File: config.mk
export PLATFORM = sky130hd
export DESIGN_NAME = multicycle_ctrl
export DESIGN_NICKNAME = d
export VERILOG_FILES = /design/src/rtl/mips_defs.sv /design/src/rtl/op_class_decode.sv /design/src/rtl/multicycle_ctrl.sv
export SDC_FILE = /design/constraint.sdc
export NUM_CORES = 1
export LEC_CHECK = 0
export BUFFER_PORTS_ARGS = -buffer_cell sky130_fd_sc_hd__buf_2
export CORE_UTILIZATION = 46
export DETAILED_ROUTE_END_ITERATION = 7
export MAX_ROUTING_LAYER = met4
export PLACE_DENSITY = 0.71
export SLEW_MARGIN = 5
export SYNTH_ARGS = -nofsm -noshare
export SYNTH_HDL_FRONTEND = slang
export SYNTH_SLANG_ARGS = --single-unit
File: constraint.sdc
create_clock -name clk -period 3.2 [get_ports clk]
set_clock_uncertainty 0.15 [all_clocks]
set_input_delay 0.64 -clock clk [delete_from_list [all_inputs] [get_ports clk]]
set_output_delay 0.64 -clock clk [all_outputs]
set_load 0.005 [all_outputs]
File: src/rtl/mips_defs.sv
// Shared MIPS definitions: opcodes, ALU/mux encodings and multicycle control states.
package mips_defs;

    localparam logic [5:0] OP_RTYPE = 6'b000000;
    localparam logic [5:0] OP_LW    = 6'b100011;
    localparam logic [5:0] OP_SW    = 6'b101011;
    localparam logic [5:0] OP_BEQ   = 6'b000100;
    localparam logic [5:0] OP_J     = 6'b000010;
    localparam logic [5:0] OP_ADDI  = 6'b001000;
    localparam logic [5:0] OP_SLTI  = 6'b001010;
    localparam logic [5:0] OP_ANDI  = 6'b001100;
    localparam logic [5:0] OP_ORI   = 6'b001101;

    localparam logic [2:0] ALU_ADD   = 3'b000;
    localparam logic [2:0] ALU_SUB   = 3'b001;
    localparam logic [2:0] ALU_RTYPE = 3'b010;
    localparam logic [2:0] ALU_AND   = 3'b100;
    localparam logic [2:0] ALU_OR    = 3'b110;
    localparam logic [2:0] ALU_SLT   = 3'b111;

    localparam logic [1:0] SRCB_RT     = 2'b00;
    localparam logic [1:0] SRCB_FOUR   = 2'b01;
    localparam logic [1:0] SRCB_IMM    = 2'b10;
    localparam logic [1:0] SRCB_IMM_SH = 2'b11;

    localparam logic [1:0] PC_ALU    = 2'b00;
    localparam logic [1:0] PC_ALUOUT = 2'b01;
    localparam logic [1:0] PC_JUMP   = 2'b10;

    typedef enum logic [3:0] {
        S_RST, FETCH, DECODE, R_EXEC, R_WB, I_EXEC, I_WB, MEM_ADDR,
        MEM_RD, MEM_WB, MEM_WR, BRANCH, JUMP, TRAP
    } state_t;

    typedef enum logic [2:0] {
        CLS_R, CLS_LW, CLS_SW, CLS_IALU, CLS_BEQ, CLS_J, CLS_ILL
    } opClass_t;

endpackage

File: src/rtl/op_class_decode.sv
// Combinational opcode classifier: instruction class, I-type ALUOp and illegal flag.
module op_class_decode
    import mips_defs::*;
(
    input  logic [5:0] opCode,
    output opClass_t   opClass,
    output logic [2:0] iAluOp,
    output logic       illegal
);

    always_comb begin
        opClass = CLS_ILL;
        iAluOp  = ALU_ADD;
        illegal = 1'b0;
        unique case (opCode)
            OP_RTYPE: opClass = CLS_R;
            OP_LW:    opClass = CLS_LW;
            OP_SW:    opClass = CLS_SW;
            OP_BEQ:   opClass = CLS_BEQ;
            OP_J:     opClass = CLS_J;
            OP_ADDI: begin opClass = CLS_IALU; iAluOp = ALU_ADD; end
            OP_SLTI: begin opClass = CLS_IALU; iAluOp = ALU_SLT; end
            OP_ANDI: begin opClass = CLS_IALU; iAluOp = ALU_AND; end
            OP_ORI:  begin opClass = CLS_IALU; iAluOp = ALU_OR;  end
            default: illegal = 1'b1;
        endcase
    end

endmodule

File: src/rtl/multicycle_ctrl.sv
// Multicycle MIPS control FSM: Moore-decoded datapath controls, handshake-qualified
// PC/IR writes in FETCH, sticky trap and a retired-instruction counter.
module multicycle_ctrl
    import mips_defs::*;
#(
    parameter int unsigned CNT_W = 16
) (
    input  logic             clk,
    input  logic             rst_n,
    input  logic [5:0]       OpCode,
    input  logic             Zero,
    input  logic             MemReady,
    output logic             IorD,
    output logic             MemRead,
    output logic             MemWrite,
    output logic             IRWrite,
    output logic             RegDst,
    output logic             MemToReg,
    output logic             RegWrite,
    output logic             ALUSrcA,
    output logic [1:0]       ALUSrcB,
    output logic [2:0]       ALUOp,
    output logic [1:0]       PCSource,
    output logic             PCWrite,
    output logic             Trap,
    output logic [CNT_W-1:0] InstrCount
);

    state_t     state, nextState;
    opClass_t   decClass, classQ;
    logic [2:0] decAluOp, iAluOpQ;
    logic       decIllegal;
    logic       retire;

    op_class_decode u_decode (
        .opCode  (OpCode),
        .opClass (decClass),
        .iAluOp  (decAluOp),
        .illegal (decIllegal)
    );

    // Every path into FETCH except the reset exit and a FETCH wait completes an instruction.
    assign retire = (nextState == FETCH) && (state != S_RST) && (state != FETCH);

    always_ff @(posedge clk or negedge rst_n) begin
        if (!rst_n) begin
            state      <= S_RST;
            classQ     <= CLS_R;
            iAluOpQ    <= ALU_ADD;
            InstrCount <= '0;
        end else begin
            state <= nextState;
            if (state == DECODE) begin
                classQ  <= decClass;
                iAluOpQ <= decAluOp;
            end
            if (retire) InstrCount <= InstrCount + CNT_W'(1);
        end
    end

    always_comb begin
        nextState = state;
        IorD      = 1'b0;
        MemRead   = 1'b0;
        MemWrite  = 1'b0;
        IRWrite   = 1'b0;
        RegDst    = 1'b0;
        MemToReg  = 1'b0;
        RegWrite  = 1'b0;
        ALUSrcA   = 1'b0;
        ALUSrcB   = SRCB_RT;
        ALUOp     = ALU_ADD;
        PCSource  = PC_ALU;
        PCWrite   = 1'b0;
        Trap      = 1'b0;
        unique case (state)
            S_RST: nextState = FETCH;
            FETCH: begin
                MemRead = 1'b1;
                ALUSrcB = SRCB_FOUR;
                IRWrite = MemReady;
                PCWrite = MemReady;
                if (MemReady) nextState = DECODE;
            end
            DECODE: begin
                ALUSrcB = SRCB_IMM_SH;
                if (decIllegal) begin
                    nextState = TRAP;
                end else begin
                    unique case (decClass)
                        CLS_R:          nextState = R_EXEC;
                        CLS_LW, CLS_SW: nextState = MEM_ADDR;
                        CLS_IALU:       nextState = I_EXEC;
                        CLS_BEQ:        nextState = BRANCH;
                        CLS_J:          nextState = JUMP;
                        default:        nextState = TRAP;
                    endcase
                end
            end
            R_EXEC: begin
                ALUSrcA   = 1'b1;
                ALUOp     = ALU_RTYPE;
                nextState = R_WB;
            end
            R_WB: begin
                RegDst    = 1'b1;
                RegWrite  = 1'b1;
                nextState = FETCH;
            end
            I_EXEC: begin
                ALUSrcA   = 1'b1;
                ALUSrcB   = SRCB_IMM;
                ALUOp     = iAluOpQ;
                nextState = I_WB;
            end
            I_WB: begin
                RegWrite  = 1'b1;
                nextState = FETCH;
            end
            MEM_ADDR: begin
                ALUSrcA   = 1'b1;
                ALUSrcB   = SRCB_IMM;
                nextState = (classQ == CLS_SW) ? MEM_WR : MEM_RD;
            end
            MEM_RD: begin
                MemRead = 1'b1;
                IorD    = 1'b1;
                if (MemReady) nextState = MEM_WB;
            end
            MEM_WB: begin
                MemToReg  = 1'b1;
                RegWrite  = 1'b1;
                nextState = FETCH;
            end
            MEM_WR: begin
                MemWrite = 1'b1;
                IorD     = 1'b1;
                if (MemReady) nextState = FETCH;
            end
            BRANCH: begin
                ALUSrcA   = 1'b1;
                ALUOp     = ALU_SUB;
                PCSource  = PC_ALUOUT;
                PCWrite   = Zero;
                nextState = FETCH;
            end
            JUMP: begin
                PCSource  = PC_JUMP;
                PCWrite   = 1'b1;
                nextState = FETCH;
            end
            TRAP:    Trap = 1'b1;
            default: nextState = S_RST;
        endcase
    end

endmodule

== Word level (Yosys, flattened, before mapping) ==
Index checks and enable logic that the tools add are counted.
Widths: inputs -> output; s select.

* Register bits after elaboration: 26
* Word-level logic and storage cells: 71
* Output and inout bits: 33
* Input port bits: 10

* $add $sub $neg: 1
* Reductions and logical operators: 15
* Equality and inequality tests: 29
* Muxes and demuxes: 22

{| class="wikitable"
|+ Operators with widths
! kind !! number
|-
| $pmux 4 s9 || 1
|-
| $eq 4x4->1 const B || 6
|-
| $eq 6x4->1 const B || 4
|-
| $pmux 4 s5 || 1
|-
| $pmux 3 s3 || 2
|-
| $pmux 3 s6 || 1
|-
| $add 16x1->16 const B || 1
|-
| $eq 4x3->1 const B || 4
|-
| $mux 4 || 4
|-
| $eq 6x6->1 const B || 2
|-
| $eq 3x2->1 const B || 3
|-
| $mux 1 || 9
|-
| $reduce_or 9->1 || 1
|-
| $eq 4x1->1 const B || 2
|-
| $eq 4x2->1 const B || 2
|-
| $reduce_or 2->1 || 4
|-
| $reduce_or 4->1 || 2
|-
| $eq 3x3->1 const B || 2
|-
| $eq 6x2->1 const B || 1
|-
| $eq 6x3->1 const B || 1
|-
| $logic_not 6->1 || 1
|-
| $pmux 2 s3 || 1
|-
| $reduce_or 6->1 || 1
|-
| $logic_not 4->1 || 1
|-
| 9 further kinds || 10
|}

== Longest topological paths before layout ==
* Depth after elaboration: 11
* Gate-level depth with buffers: 8

== By module ==
A second synthesis with hierarchy kept.

* Cell total of the unflattened synthesis: 173
* Area, all modules: 1657.8 µm²

{| class="wikitable"
|+ Modules (own cells, without submodules)
! module !! area each (µm²) !! instances !! cells each
|-
| multicycle_ctrl || 1481.4 || 1 || 149
|-
| op_class_decode || 176.4 || 1 || 24
|}

== Least setup slack after synthesis ==
No wires, ideal clock.

* Path type: input-to-reg
* Start: in OpCode[4]
* End: reg InstrCount[10]
* Arrival time: 2.490 ns
* Setup slack: 0.436 ns
* Required time: 2.926 ns
* Cell stages on the path: 8
* Path through: clkbuf_1 -> or3b_2 -> a211oi_1 -> a221o_1 -> or3b_1 -> buf_2 -> or4_4 -> xnor2_2

* Word-level cells in the longest chain between the ends: 11
* Elaborated cells on any way between the ends: 25
* Classes of those cells: eq/ne (14); mux (4); reduce/logical (7)

{| class="wikitable"
|+ Ends and longest elaborated chain
! element !! line !! RTL
|-
| from (decl) || multicycle_ctrl.sv:10 || <nowiki>input logic [5:0] OpCode,</nowiki>
|-
| $eq 6x4->1 || op_class_decode.sv:15 || <nowiki>unique case (opCode)</nowiki>
|-
| $reduce_or 4->1 (no line) || -- ||
|-
| $pmux 3 s6 || op_class_decode.sv:15 ||
|-
| $eq 3x1->1 / $eq 3x2->1 (equally long branches) || multicycle_ctrl.sv:90 || <nowiki>unique case (decClass)</nowiki>
|-
| $reduce_or 2->1 || multicycle_ctrl.sv:90 ||
|-
| $pmux 4 s5 || multicycle_ctrl.sv:90 ||
|-
| $mux 4 * || multicycle_ctrl.sv:87 || <nowiki>if (decIllegal) begin</nowiki>
|-
| $pmux 4 s9 * || multicycle_ctrl.sv:76 || <nowiki>unique case (state)</nowiki>
|-
| via nextState[3] || multicycle_ctrl.sv:29 || <nowiki>state_t state, nextState;</nowiki>
|-
| $eq 4x1->1 * || multicycle_ctrl.sv:43 || <nowiki>assign retire = (nextState == FETCH) && (state != S_RST) && (state != FETCH);</nowiki>
|-
| $logic_and 1x1->1 * (2 in series) || multicycle_ctrl.sv:43 ||
|-
| to (signal assigned) || multicycle_ctrl.sv:57 || <nowiki>if (retire) InstrCount <= InstrCount + CNT_W'(1);</nowiki>
|-
| to (decl) || multicycle_ctrl.sv:26 || <nowiki>output logic [CNT_W-1:0] InstrCount</nowiki>
|}

Mark *: on every way through the listed nets, which the timed path passes. The rest lies on a longest branch.
A chain may end at the register's enable or synchronous reset.

== Worst setup path in the final report ==
* Start: reg state[2]
* End: reg InstrCount[10]

* Word-level cells in the longest chain between the ends: 6
* Elaborated cells on any way between the ends: 24
* Classes of those cells: eq/ne (15); mux (4); reduce/logical (5)

{| class="wikitable"
|+ Ends and longest elaborated chain
! element !! line !! RTL
|-
| from (decl) || multicycle_ctrl.sv:29 ||
|-
| from (signal assigned) || multicycle_ctrl.sv:52 || <nowiki>state <= nextState;</nowiki>
|-
| $eq 4x4->1 (tied with other cells) || multicycle_ctrl.sv:76 ||
|-
| $reduce_or 6->1 (no line) || -- ||
|-
| $pmux 4 s9 * || multicycle_ctrl.sv:76 ||
|-
| via nextState[3] || multicycle_ctrl.sv:29 ||
|-
| $eq 4x1->1 * || multicycle_ctrl.sv:43 ||
|-
| $logic_and 1x1->1 * (2 in series) || multicycle_ctrl.sv:43 ||
|}

Marks and branches as above.

==> impl_metrics.py <==
metrics = {
    "final_layout": {
        "diodes": 0,
        "area_delta_synth_final_pct": 18.6,
        "nNetsFinal": 237,
        "drive_above_1_share_pct": 26.2,
        "fin_cells": 271,
        "final_util_pct": 57.3,
        "design_area_sq_mm": 0.00193,
    },
    "routing": {
        "drc_errors": 0,
        "wl_per_cell_microns": 13.1,
        "drt-total-wl_mm": 3.55,
        "antenna_left": 0,
        "drtIter0Drc": 105,
        "avgViaCountPerCell": 5.38,
        "vias": 1457,
        "first_pass_iters": 4,
    },
    "clock_network": {
        "clk_latency_ps": 320,
        "cts-root-buf": "clkbuf_4",
        "cts_buffers": 3,
        "cts.sinks": 26,
        "cts_tree": "done",
        "post_cts_resize_count": 0,
        "hold_buffers": 0,
        "cts.clk_slew.worst_paths_ps": 150,
        "cts_setup_buffers": 0,
        "htreeDepth": 1,
        "cts_max_path_buffers": 2,
    },
    "critical_path": {
        "cp_max_fo": 19,
        "arrival_ps": 2980,
        "worstPathRequired_ps": 3270,
        "max_stage_delay_ps": 740,
        "worstPathCellList": "or2_1 > o22ai_1 > a221o_1 > or3b_1 > or4_4 > xnor2_2",
        "slowest_stage": "dfrtp_1",
        "ff2ff_path_depth": 6,
        "cp_top_family": "simple AND/OR/NAND/NOR gates",
        "crit_type": "flip-flop to flip-flop",
        "cp.depth": 6,
        "endpoint_kind": "flip-flop",
        "crit_path_start_kind": "flip-flop",
        "crit_buf_inv": 0,
    },
    "synthesis": {
        "post-synth-top-area-fraction_pct": 40.1,
        "yosysWarnings": 0,
        "synth_area_leaders": "dfrtp_1, xnor2_1, nand2_1",
        "netlist_area_sq_mm": 0.00162,
        "synth_edf_count": 0,
        "synthDistinctLibCells": 48,
        "yosys.area.top_type": "dfrtp_1",
        "syn_nets": 196,
        "ys_ff_latch": 26,
        "synthCells": 185,
        "ys_seq_area_share_pct": 40.1,
        "syn_area_per_cell_sq_um": 8.78,
        "yosysMostFrequentCell": "dfrtp_1",
        "synthTopCellsByCount": "dfrtp_1, nand2_1, nor2_1",
        "ys_dominant_reg_cell": "dfrtp_1",
        "async_reset_ff_share_pct": 100,
    },
    "timing": {
        "fin_crit_sh_pct": 91.0,
        "finalCriticalPeriod_ps": 2910,
        "finalSetupViolCount": 0,
        "worst_pin_slew_ps": 747,
        "fin_tns_setup_ps": 0,
        "maxSlewViolCount": 0,
        "slew_headroom_pct": 50.1,
        "rsz0062_at_grt": "no",
        "hold_viol": 0,
        "clock.fmax_mhz": 344,
    },
    "die": {
        "start_util_pct": 48.3,
        "fp.dieH_microns": 61.4,
        "core_sq_mm": 0.00336,
        "row_count": 21,
        "die_w_microns": 61.4,
        "ioPinCount": 43,
        "dieArea_sq_mm": 0.00377,
    },
    "flow_run": {
        "maxCapViolCount": 0,
    },
    "place": {
        "gp_congestion": 0.886,
        "post-dp-hpwl_mm": 2.60,
        "placed_area_sq_mm": 0.00187,
        "port_buffers": 42,
        "dp_cells": 267,
    },
    "global_routing": {
        "grt_pass1_wl_mm": 5.69,
        "grt_pass1_vias": 1232,
        "gr-usage-all-layers_pct": 20.7,
        "antenna_found_initial": 0,
        "grt_max_degree": 27,
        "grt_overflow": 0,
    },
    "pwr": {
        "p_leak_nw": 0.927,
        "p_per_area_mw_per_mm2": 722,
        "irDropWorstVdd_uv": 348,
    },
    "min_path": {
        "hold_class": "primary input to async pin",
    },
    "status": {
        "run_status": "finished clean",
    },
}
per-stage QoR:
step           total power [W]  worst slack (ps)  hold slack (ps)
2_1_floorplan         0.000975               436              194
3_3_place_gp           0.00117               246              302
3_5_place_dp           0.00117               210              303
4_1_cts                0.00140               301              154
5_1_grt                0.00152              86.9              180
6_report               0.00139               289              144
worst paths after layout:
check | start | endpoint | slack, ps
max reg2reg | state[2] | InstrCount[10] | 290
min reg2reg | InstrCount[15] | InstrCount[15] | 320
min | rst_n | InstrCount[12] | 140
max in group asynchronous | rst_n | InstrCount[4] | 2370
max | state[2] | InstrCount[10] | 290
min in group clk | InstrCount[15] | InstrCount[15] | 320
routing by layer:
layer  GRT usage, %  vias up  share of wire [%]
li1               -      743                  -
met5              -        -                  0
met4           5.40        0               0.96
met1           29.2      668                 50
met3           2.31        4                4.4
met2           31.8       42                 44
report_power, final:
group	switching, W	internal (W)	total (W)	leakage [nW]
combinational	0.000350	0.000280	0.000630	0.555
sequential	0.000131	0.000406	0.000537	0.344
clock	0.0000968	0.000127	0.000223	0.0279
state kept, by name (all words and copies together), names as in the netlist:
name	count
iAluOpQ	3
state	4
InstrCount	16
classQ	3
kinds of logic after synthesis:
| logic type | after synthesis | synth area share, % |
|---|---|---|
| AND/OR/NAND/NOR | 95 | 32.1 |
| buffers and inverters | 15 | 4.08 |
| multiplexers | 2 | 1.31 |
| AO/OA/AOI/OAI | 29 | 11.6 |
| adder cells (fa/ha/maj) | 1 | 0.770 |
| XOR/XNOR | 17 | 10.1 |
| flip-flops | 26 | 40.1 |
cell usage in the layout, fill, tap and decap left out, drive strengths merged, types with 4 or more instances in the layout:
cell type   n
nand2      18
nor2       15
or2         4
inv         5
nor4        6
xnor2      11
dfrtp      26
o21ai       6
nor3       11
buf        46
a21oi       7
nand4       5
nand3       8
xor2        6
nand2b      7
nor3b       5
area by class of cell:
class	count	area [sq um]
fill	340	1440
clock inverter	1	30.0
inverter	5	18.8
clock buffer	3	22.5
tap	46	57.6
multi-input combinational	144	907
sequential	26	651
timing repair buffer	46	240
Power figures use the tool's default switching activity.
